`src/rtl/sr_bank_pkg.sv`:
```
// Shared types and the per-channel next-state rule for the SR register bank.
package sr_bank_pkg;

    typedef enum logic [1:0] {
        SR_SET_DOM = 2'd0,
        SR_RST_DOM = 2'd1,
        SR_HOLD    = 2'd2,
        SR_TOGGLE  = 2'd3
    } sr_mode_e;

    // Next state of one SR channel; the mode only matters when s and r are both high.
    function automatic logic sr_next(
        input sr_mode_e mode,
        input logic     s,
        input logic     r,
        input logic     q
    );
        logic n;
        n = q;
        case ({s, r})
            2'b00: n = q;
            2'b01: n = 1'b0;
            2'b10: n = 1'b1;
            2'b11: begin
                case (mode)
                    SR_SET_DOM: n = 1'b1;
                    SR_RST_DOM: n = 1'b0;
                    SR_HOLD:    n = q;
                    SR_TOGGLE:  n = ~q;
                    default:    n = q;
                endcase
            end
            default: n = q;
        endcase
        return n;
    endfunction

endpackage

```
`src/rtl/sr_cell.sv`:
```
// One SR storage channel with registered edge pulses and a sticky conflict flag.
// Latency: q, rise and fall update one edge after s/r are sampled.
// Backpressure: none; en gates sampling, clr overrides everything.
module sr_cell
    import sr_bank_pkg::*;
#(
    parameter sr_mode_e MODE      = SR_RST_DOM,
    parameter logic     RESET_BIT = 1'b0
) (
    input  logic clk,
    input  logic rst,
    input  logic en,
    input  logic clr,
    input  logic s,
    input  logic r,
    output logic q,
    output logic rise,
    output logic fall,
    output logic conflict,
    output logic conflict_evt
);

    logic q_next;

    always_comb begin
        q_next = q;
        if (clr) begin
            q_next = RESET_BIT;
        end else if (en) begin
            q_next = sr_next(MODE, s, r, q);
        end
    end

    // A conflict sampled in a clear cycle is discarded.
    assign conflict_evt = en & s & r & ~clr;

    always_ff @(posedge clk or posedge rst) begin
        if (rst) begin
            q        <= RESET_BIT;
            rise     <= 1'b0;
            fall     <= 1'b0;
            conflict <= 1'b0;
        end else begin
            q        <= q_next;
            rise     <= q_next & ~q;
            fall     <= ~q_next & q;
            conflict <= clr ? 1'b0 : (conflict | conflict_evt);
        end
    end

endmodule

```
`src/rtl/sr_reg_bank.sv`:
```
// Bank of WIDTH SR channels with shared enable/clear and a saturating conflict-cycle counter.
// Latency: all outputs registered, one edge after s/r are sampled.
// Backpressure: none; en gates sampling, clr overrides everything.
module sr_reg_bank
    import sr_bank_pkg::*;
#(
    parameter int               WIDTH     = 8,
    parameter sr_mode_e         MODE      = SR_RST_DOM,
    parameter logic [WIDTH-1:0] RESET_VAL = '0,
    parameter int               CNT_W     = 8
) (
    input  logic             clk,
    input  logic             rst,
    input  logic             en,
    input  logic             clr,
    input  logic [WIDTH-1:0] s,
    input  logic [WIDTH-1:0] r,
    output logic [WIDTH-1:0] q,
    output logic [WIDTH-1:0] q_rise,
    output logic [WIDTH-1:0] q_fall,
    output logic [WIDTH-1:0] conflict,
    output logic [CNT_W-1:0] conflict_cnt
);

    localparam logic [CNT_W-1:0] CNT_MAX = {CNT_W{1'b1}};
    localparam logic [CNT_W-1:0] CNT_ONE = {{(CNT_W-1){1'b0}}, 1'b1};

    logic [WIDTH-1:0] conflict_evt;
    logic             any_conflict;

    for (genvar i = 0; i < WIDTH; i++) begin : g_cell
        sr_cell #(
            .MODE      (MODE),
            .RESET_BIT (RESET_VAL[i])
        ) u_cell (
            .clk          (clk),
            .rst          (rst),
            .en           (en),
            .clr          (clr),
            .s            (s[i]),
            .r            (r[i]),
            .q            (q[i]),
            .rise         (q_rise[i]),
            .fall         (q_fall[i]),
            .conflict     (conflict[i]),
            .conflict_evt (conflict_evt[i])
        );
    end

    // Counts cycles with at least one conflicting channel, not the number of channels.
    assign any_conflict = |conflict_evt;

    always_ff @(posedge clk or posedge rst) begin
        if (rst) begin
            conflict_cnt <= '0;
        end else if (clr) begin
            conflict_cnt <= '0;
        end else if (any_conflict && (conflict_cnt != CNT_MAX)) begin
            conflict_cnt <= conflict_cnt + CNT_ONE;
        end
    end

endmodule

```
`config.mk`:
```
export PLATFORM = sky130hd
export DESIGN_NAME = sr_reg_bank
export DESIGN_NICKNAME = d
export VERILOG_FILES = /design/src/rtl/sr_bank_pkg.sv /design/src/rtl/sr_cell.sv /design/src/rtl/sr_reg_bank.sv
export SDC_FILE = /design/constraint.sdc
export NUM_CORES = 1
export LEC_CHECK = 0
export CORE_ASPECT_RATIO = 1.1
export CORE_MARGIN = 8
export CORE_UTILIZATION = 35
export CTS_BUF_LIST = sky130_fd_sc_hd__clkbuf_16
export CTS_CLUSTER_DIAMETER = 150
export DETAILED_ROUTE_END_ITERATION = 10
export SYNTH_ARGS = -nofsm -noshare
export SYNTH_HDL_FRONTEND = slang
export SYNTH_SLANG_ARGS = --single-unit
```
`constraint.sdc`:
```
create_clock -name clk -period 2.1 [get_ports clk]
set_clock_uncertainty 0.1 [all_clocks]
set_input_delay 0.21 -clock clk [delete_from_list [all_inputs] [get_ports clk]]
set_output_delay 0.21 -clock clk [all_outputs]
set_load 0.005 [all_outputs]
```
==> results.yml, run 1 <==
setup_path:
  rr_startpoint: "conflict_cnt[0]"
  crit_path_start_kind: "flop"
  timing.critical_path.arrival_ps: 1850
  critPathSlowestCell: "sky130_fd_sc_hd__dfrtp_1"
  r2r.worst_path.cells: 5
  timing.setup.critical_path_class: "flop to flop"
  crit_path_cell_trace: "ha_1 -> nand3_1 -> nor2_1 -> nor4_1 -> mux2_1"
  cp-end-kind: "flop"
  cp_slowest_stage_delay_ps: 420
  rr_endpoint: "conflict_cnt[5]"
  cp.required_ps: 2150
  reg2reg_setup_slack_ps: 300
  worstPathMaxFanout: 6
synthesis:
  proportion_of_netlist_area_held_by_the_largest_area_contributor_pct: 52.8
  synth.yosys.seq_area_share_pct: 52.8
  yosys-mux-area-fraction_pct: 2.31
  synthesis.nets: 201
  dominant_combinational_cell_family_by_area_after_synthesis: "simple AND/OR/NAND/NOR gates"
  synth_top_flop_cell: "sky130_fd_sc_hd__dfrtp_1"
  yosys.area_share.adder_pct: 0.660
  post_synthesis_compound_gate_area_fraction_pct: 13.5
  synthSimpleGateAreaFrac_pct: 16.4
  yosys.cell_types.count: 27
  synth.most_common_cell: "sky130_fd_sc_hd__dfrtp_1"
  post_synth_inst_count: 180
  synth.top_cells.by_area: "sky130_fd_sc_hd__dfrtp_1, sky130_fd_sc_hd__buf_4, sky130_fd_sc_hd__nor2b_1, sky130_fd_sc_hd__a21oi_1, sky130_fd_sc_hd__nor2_1"
  synthXorXnorAreaFrac_pct: 0
  synth.cell_area_um2: 1900
  synth.largest_area_cell: "sky130_fd_sc_hd__dfrtp_1"
  synthTopCellsByCount: "sky130_fd_sc_hd__dfrtp_1, sky130_fd_sc_hd__buf_4, sky130_fd_sc_hd__nor2b_1"
  synth_enable_flop_cells: 0
  yosys_warnings: 0
  synth_seq_cells: 40
  synthesis.area_per_instance_um2: 10.5
  async_reset_ff_share_pct: 100
floorplan:
  die_h_um: 93.2
  num_io_pins: 60
  fp-row-count: 28
  die-width_um: 86.2
  core-area_um2: 5290
  dieArea_um2: 8030
  initial_core_util_pct: 35.9
final_layout:
  nets: 243
  layout.core_utilization_pct: 48.3
  n_antenna_cell: 0
  area.growth.synth_to_final_pct: 34.8
  layout-drive-gt1-share_pct: 9.91
  layout.filler_cells: 496
clock_network:
  cts.repair.resized: 0
  cts_tree: "done"
  ctsRootBufferMaster: "sky130_fd_sc_hd__clkbuf_16"
  postCtsSetupBuffers: 0
  worst_skew_pair.late_latency_ps: 270
  number_of_buffers_between_clock_root_and_the_deepest_sink: 2
  tritoncts_num_sinks: 40
  path_clk_slew_ps: 50
  tritoncts.num_buffers: 5
  h-tree-depth: 2
  holdBufCountCts: 0
drt:
  met2_wirelength_um: 1960
  viasPerCell: 4.57
  met3RoutedLength_um: 344
  remaining_drc_errors: 0
  route.antenna.remaining_nets: 0
  highest_signal_layer_in_the_routed_design: "met4"
  wirelength_met1_um: 1760
  drtPass1Iterations: 4
  drt_iter0_drc: 71
  avgRoutedWirePerCell_um: 14.0
  finalWirelength_um: 4140
  detailroute.via_count: 1357
grt:
  gr-usage-all-layers_pct: 10.7
  grt_first_pass_wirelength_um: 6680
  number_of_antenna_violations_at_the_first_check_in_global_routing: 0
  grt_start_max_net_pins: 41
  grt_remaining_overflow: 0
  first_global_vias: 1355
power:
  leakagePower_uw: 0.00111
  power_per_cell_area_nw_per_um2: 694
  irDropWorstVdd_uv: 327
place:
  place.gp.congestion: 0.748
  port_buffers: 59
  post-place-ws_ps: 11.7
  hpwlAfterDp_um: 3040
sta:
  hold_slack_ps: 255
  timing.final.crit_share_pct: 85.7
  postLayoutSetupSlackWorst_ps: 301
  rsz0062_at_grt: "no"
  timing.setup.tns_ps: 0
  max_freq_mhz: 556
  hold_violations: 0
  setup_viol: 0
  max_slew_margin_pct: 66.1
  timing_max_transition_violations_final: 0
  slew_worst_pin_ps: 508
  period_needed_ps: 1800
status:
  outcome: "finished clean"
worst_hold_path:
  hold_path.class: "primary input to async pin"
job:
  cap_viol_max_count: 0
registers in the layout, summed over array words and instances (netlist names):
name,flops
conflict_cnt,8
g_cell.u_cell.conflict,8
g_cell.u_cell.fall,8
g_cell.u_cell.q,8
g_cell.u_cell.rise,8
final cells by class:
type | count | area, um2 | share of cell area, %
Timing Repair Buffer | 73 | 696 | 27.2
Inverter | 2 | 7.51 | 0.294
Multi-Input combinational cell | 100 | 624 | 24.4
Tap cell | 75 | 93.8 | 3.67
Clock inverter | 2 | 8.76 | 0.343
Clock buffer | 5 | 125 | 4.89
Sequential cell | 40 | 1000 | 39.2
metal layers:
metal  up-vias  track usage (%)
met3         6             4.74
met2        39             17.3
met1       649             12.0
met5         -                0
met4         0             4.31
li1        663                -
layout by cell type (no fill, tap or decap), types with 3 or more instances in the layout:
| cell | count |
|---|---|
| sky130_fd_sc_hd__a21oi_1 | 20 |
| sky130_fd_sc_hd__a22o_1 | 4 |
| sky130_fd_sc_hd__a31oi_1 | 8 |
| sky130_fd_sc_hd__buf_4 | 14 |
| sky130_fd_sc_hd__clkbuf_16 | 5 |
| sky130_fd_sc_hd__clkdlybuf4s50_1 | 59 |
| sky130_fd_sc_hd__dfrtp_1 | 40 |
| sky130_fd_sc_hd__inv_1 | 3 |
| sky130_fd_sc_hd__mux2_1 | 3 |
| sky130_fd_sc_hd__nand3_1 | 4 |
| sky130_fd_sc_hd__nor2_1 | 14 |
| sky130_fd_sc_hd__nor2b_1 | 29 |
power by group:
part | switching [uW] | internal [uW]
combinational | 103 | 145
clock | 273 | 426
sequential | 20.1 | 806
metrics by stage:
step / cells / cell area [um2] / total power [uW]
detailed placement: 290 / 2420 / 1090
global route: 297 / 2560 / 1850
CTS: 297 / 2560 / 1790
floorplan: 180 / 1900 / 974
finish: 297 / 2560 / 1770
global placement: 290 / 2420 / 1090
worst max-delay path by stage:
stage | endpoint | slack (ps) | from
after floorplan | conflict_cnt[5] | 440 | conflict_cnt[0]
after global routing | conflict_cnt[5] | 170 | conflict_cnt[0]
after CTS | conflict_cnt[5] | 290 | r[2]
final | conflict_cnt[5] | 300 | conflict_cnt[0]
after global placement | conflict_cnt[4] | 80 | r[4]
after detailed placement | conflict_cnt[4] | 10 | r[2]
critical path, delay by kind of cell (launching register included):
kind | cells | cell delay, ps
fa+ha+maj | 1 | 280
flops | 1 | 420
simple gates | 3 | 530
mux | 1 | 360
cell families (layout without fill, tap and decap cells):
group / Yosys count / after routing
AOI/OAI and AO/OA: 38 / 38
muxes: 4 / 4
and+or+nand+nor: 57 / 57
DFF: 40 / 40
buffers and inverters: 40 / 82
adders and majority gates: 1 / 1
(Power assumes the default switching activity.)
==> run 2, diff against run 1 <==
CAP_MARGIN = 20   (was not set)
SYNTH_HIERARCHICAL = 1   (was not set)
==> results.yml, run 2 <==
status:
  outcome: "finished clean"
final_layout:
  sequential_cell_area_um2: 1000
  area.growth.synth_to_final_pct: 60.8
  leading_cell_type_in_the_layout_fill_and_taps_excluded: "sky130_fd_sc_hd__clkdlybuf4s50_1"
  layout-drive-gt1-share_pct: 31.8
  layout_common_cells: "sky130_fd_sc_hd__clkdlybuf4s50_1, sky130_fd_sc_hd__dfrtp_1, sky130_fd_sc_hd__buf_4"
  instances_no_fill: 319
  n_antenna_cell: 0
  multiInputGateArea_um2: 806
  nets: 281
  layout.filler_cells: 431
setup_path:
  rr_startpoint: "conflict_cnt[0]"
  cp_num_buf_inv: 1
  cp_slowest_stage_delay_ps: 540
  crit_path_cell_trace: "clkdlybuf4s50_1 -> nand2_2 -> nor3b_2 -> nor4_2 -> and2_2 -> or4_1 -> a21oi_2"
  critPathSlowestCell: "sky130_fd_sc_hd__or4_1"
  timing.critical_path.arrival_ps: 2000
  timing.setup.critical_path_class: "primary input to flop"
  cp-end-kind: "flop"
  worstSetupStartpoint: "s[3]"
  worstPathMaxFanout: 4
  cp_top_family: "simple AND/OR/NAND/NOR gates"
  crit_path_start_kind: "primary input"
  cp.required_ps: 2200
synthesis:
  proportion_of_netlist_area_held_by_the_largest_area_contributor_pct: 54.2
  synth.top_cells.by_area: "sky130_fd_sc_hd__dfrtp_1, sky130_fd_sc_hd__nor4_2, sky130_fd_sc_hd__nor2b_1, sky130_fd_sc_hd__nor3b_2, sky130_fd_sc_hd__a21oi_2"
  synthesis.nets: 180
  synth.most_common_cell: "sky130_fd_sc_hd__dfrtp_1"
  synthesis.area_per_instance_um2: 11.6
  synth.largest_area_cell: "sky130_fd_sc_hd__dfrtp_1"
  yosys_warnings: 6
  synth.cell_area_um2: 1850
  yosys.cell_types.count: 26
  synth_seq_cells: 40
  synth_enable_flop_cells: 0
  synth.yosys.seq_area_share_pct: 54.2
  post_synth_inst_count: 159
  async_reset_ff_share_pct: 100
  synth_top_flop_cell: "sky130_fd_sc_hd__dfrtp_1"
  synthTopCellsByCount: "sky130_fd_sc_hd__dfrtp_1, sky130_fd_sc_hd__nor2b_1, sky130_fd_sc_hd__a21oi_1, sky130_fd_sc_hd__nor2_1"
sta:
  timing.final.crit_share_pct: 90.4
  timing.setup.tns_ps: 0
  timing_max_transition_violations_final: 0
  hold_slack_ps: 242
  postLayoutSetupSlackWorst_ps: 202
  slew_worst_pin_ps: 476
  hold_violations: 0
  max_slew_margin_pct: 68.1
  setup_viol: 0
  max_freq_mhz: 527
  rsz0062_at_grt: "no"
  period_needed_ps: 1900
power:
  comb_power_share_pct: 16.3
  power.share.sequential_pct: 41.8
  leakagePower_uw: 0.00128
  switching_share_pct: 22.7
  total_power_uw: 1990
  power_per_cell_area_nw_per_um2: 671
  irDropWorstVdd_uv: 328
  cellInternalPower_uw: 1540
  power.share.clock_pct: 42.0
  switchingPower_uw: 452
clock_network:
  h-tree-depth: 2
  tritoncts_num_sinks: 40
  ctsRootBufferMaster: "sky130_fd_sc_hd__clkbuf_16"
  holdBufCountCts: 0
  number_of_buffers_between_clock_root_and_the_deepest_sink: 2
  tritoncts.num_buffers: 5
  worst_skew_pair.late_latency_ps: 270
  path_clk_slew_ps: 60
  cts_tree: "done"
place:
  post-place-ws_ps: -246
  place.detailed.instances: 309
  place.gp.congestion: 0.864
  hpwlAfterDp_um: 4020
  port_buffers: 59
drt:
  route.antenna.remaining_nets: 0
  drtPass1Iterations: 4
  finalWirelength_um: 5180
  drt_iter0_drc: 62
  avgRoutedWirePerCell_um: 16.2
  detailroute.via_count: 1598
  viasPerCell: 5.01
  remaining_drc_errors: 0
grt:
  number_of_antenna_violations_at_the_first_check_in_global_routing: 0
  grt_first_pass_wirelength_um: 8300
  gr-usage-all-layers_pct: 13.0
  grt_remaining_overflow: 0
  first_global_vias: 1618
  grt_start_max_net_pins: 16
floorplan:
  die-width_um: 85.3
  dieArea_um2: 7860
  die_h_um: 92.2
  core-area_um2: 5030
  initial_core_util_pct: 36.7
  fp-row-count: 27
  num_io_pins: 60
worst_hold_path:
  hold_path.class: "primary input to flop"
  timing.hold.worst.start: "clr"
job:
  cap_viol_max_count: 0
[run 2: power by group through the flow]
| stage | clock network (uW) | registers [uW] | logic [uW] |
|---|---|---|---|
| global route | 897 | 836 | 352 |
| finish | 837 | 832 | 324 |
| global placement | 0 | 844 | 314 |
| floorplan | 0 | 844 | 99.6 |
| detailed placement | 0 | 846 | 320 |
| CTS | 859 | 832 | 321 |
[run 2: path summary, 6_finish.rpt]
path | end | slack (ps) | cells past startpoint
worst max-delay path | conflict_cnt[5] | 200 | 7
worst min-delay path | g_cell[1].u_cell/conflict | 240 | 2
worst max register to register | conflict_cnt[5] | 310 | 5
worst min register to register | g_cell[1].u_cell/rise | 400 | 1
max in group asynchronous | conflict_cnt[5] | 1170 | 2
min in group asynchronous | g_cell[2].u_cell/conflict | 390 | 2
[run 2: logic make-up after synthesis]
family | count (synthesis) | share of synthesized area, %
xor+xnor | 3 | 1.42
fa+ha+maj | 1 | 0.677
mux | 1 | 0.542
buf+inv | 11 | 2.57
simple gates | 66 | 27.0
flops | 40 | 54.2
compound gates | 37 | 13.6
[run 2: metrics by stage]
stage / instance area [um2] / util [%]
global placement: 2760 / 54.9
floorplan: 1850 / -
detailed placement: 2760 / 54.9
finish: 2970 / 59.0
CTS: 2930 / 58.1
global route: 2970 / 59.0
[run 2: worst reg2reg max path: stages, from the launching register on]
cell                      delay (ps)
sky130_fd_sc_hd__dfrtp_1         450
sky130_fd_sc_hd__ha_1            280
sky130_fd_sc_hd__inv_1           100
sky130_fd_sc_hd__o21ai_2         100
sky130_fd_sc_hd__or4_1           520
sky130_fd_sc_hd__a21oi_2         160
[run 2: metal layers]
layer / GRT usage, % / up-vias / share of wire, %
met1: 16.1 / 767 / 44
met3: 4.46 / 6 / 7.2
met4: 3.51 / 0 / 0.77
met5: 0 / - / 0
li1: - / 777 / -
met2: 21.2 / 48 / 48
[run 2: final cells by class]
cell class	count	share of cell area, %
well taps	58	2.44
clock inverters	3	1.31
clock buffers	5	4.21
inverters	10	1.26
multi-input cells	108	27.1
flip-flops and latches	40	33.7
repair buffers	95	29.9
[run 2: timing repair]
item                       CTS  global route
setup endpoints to repair    0             2
buffers inserted             0             1
resized for setup            0             3
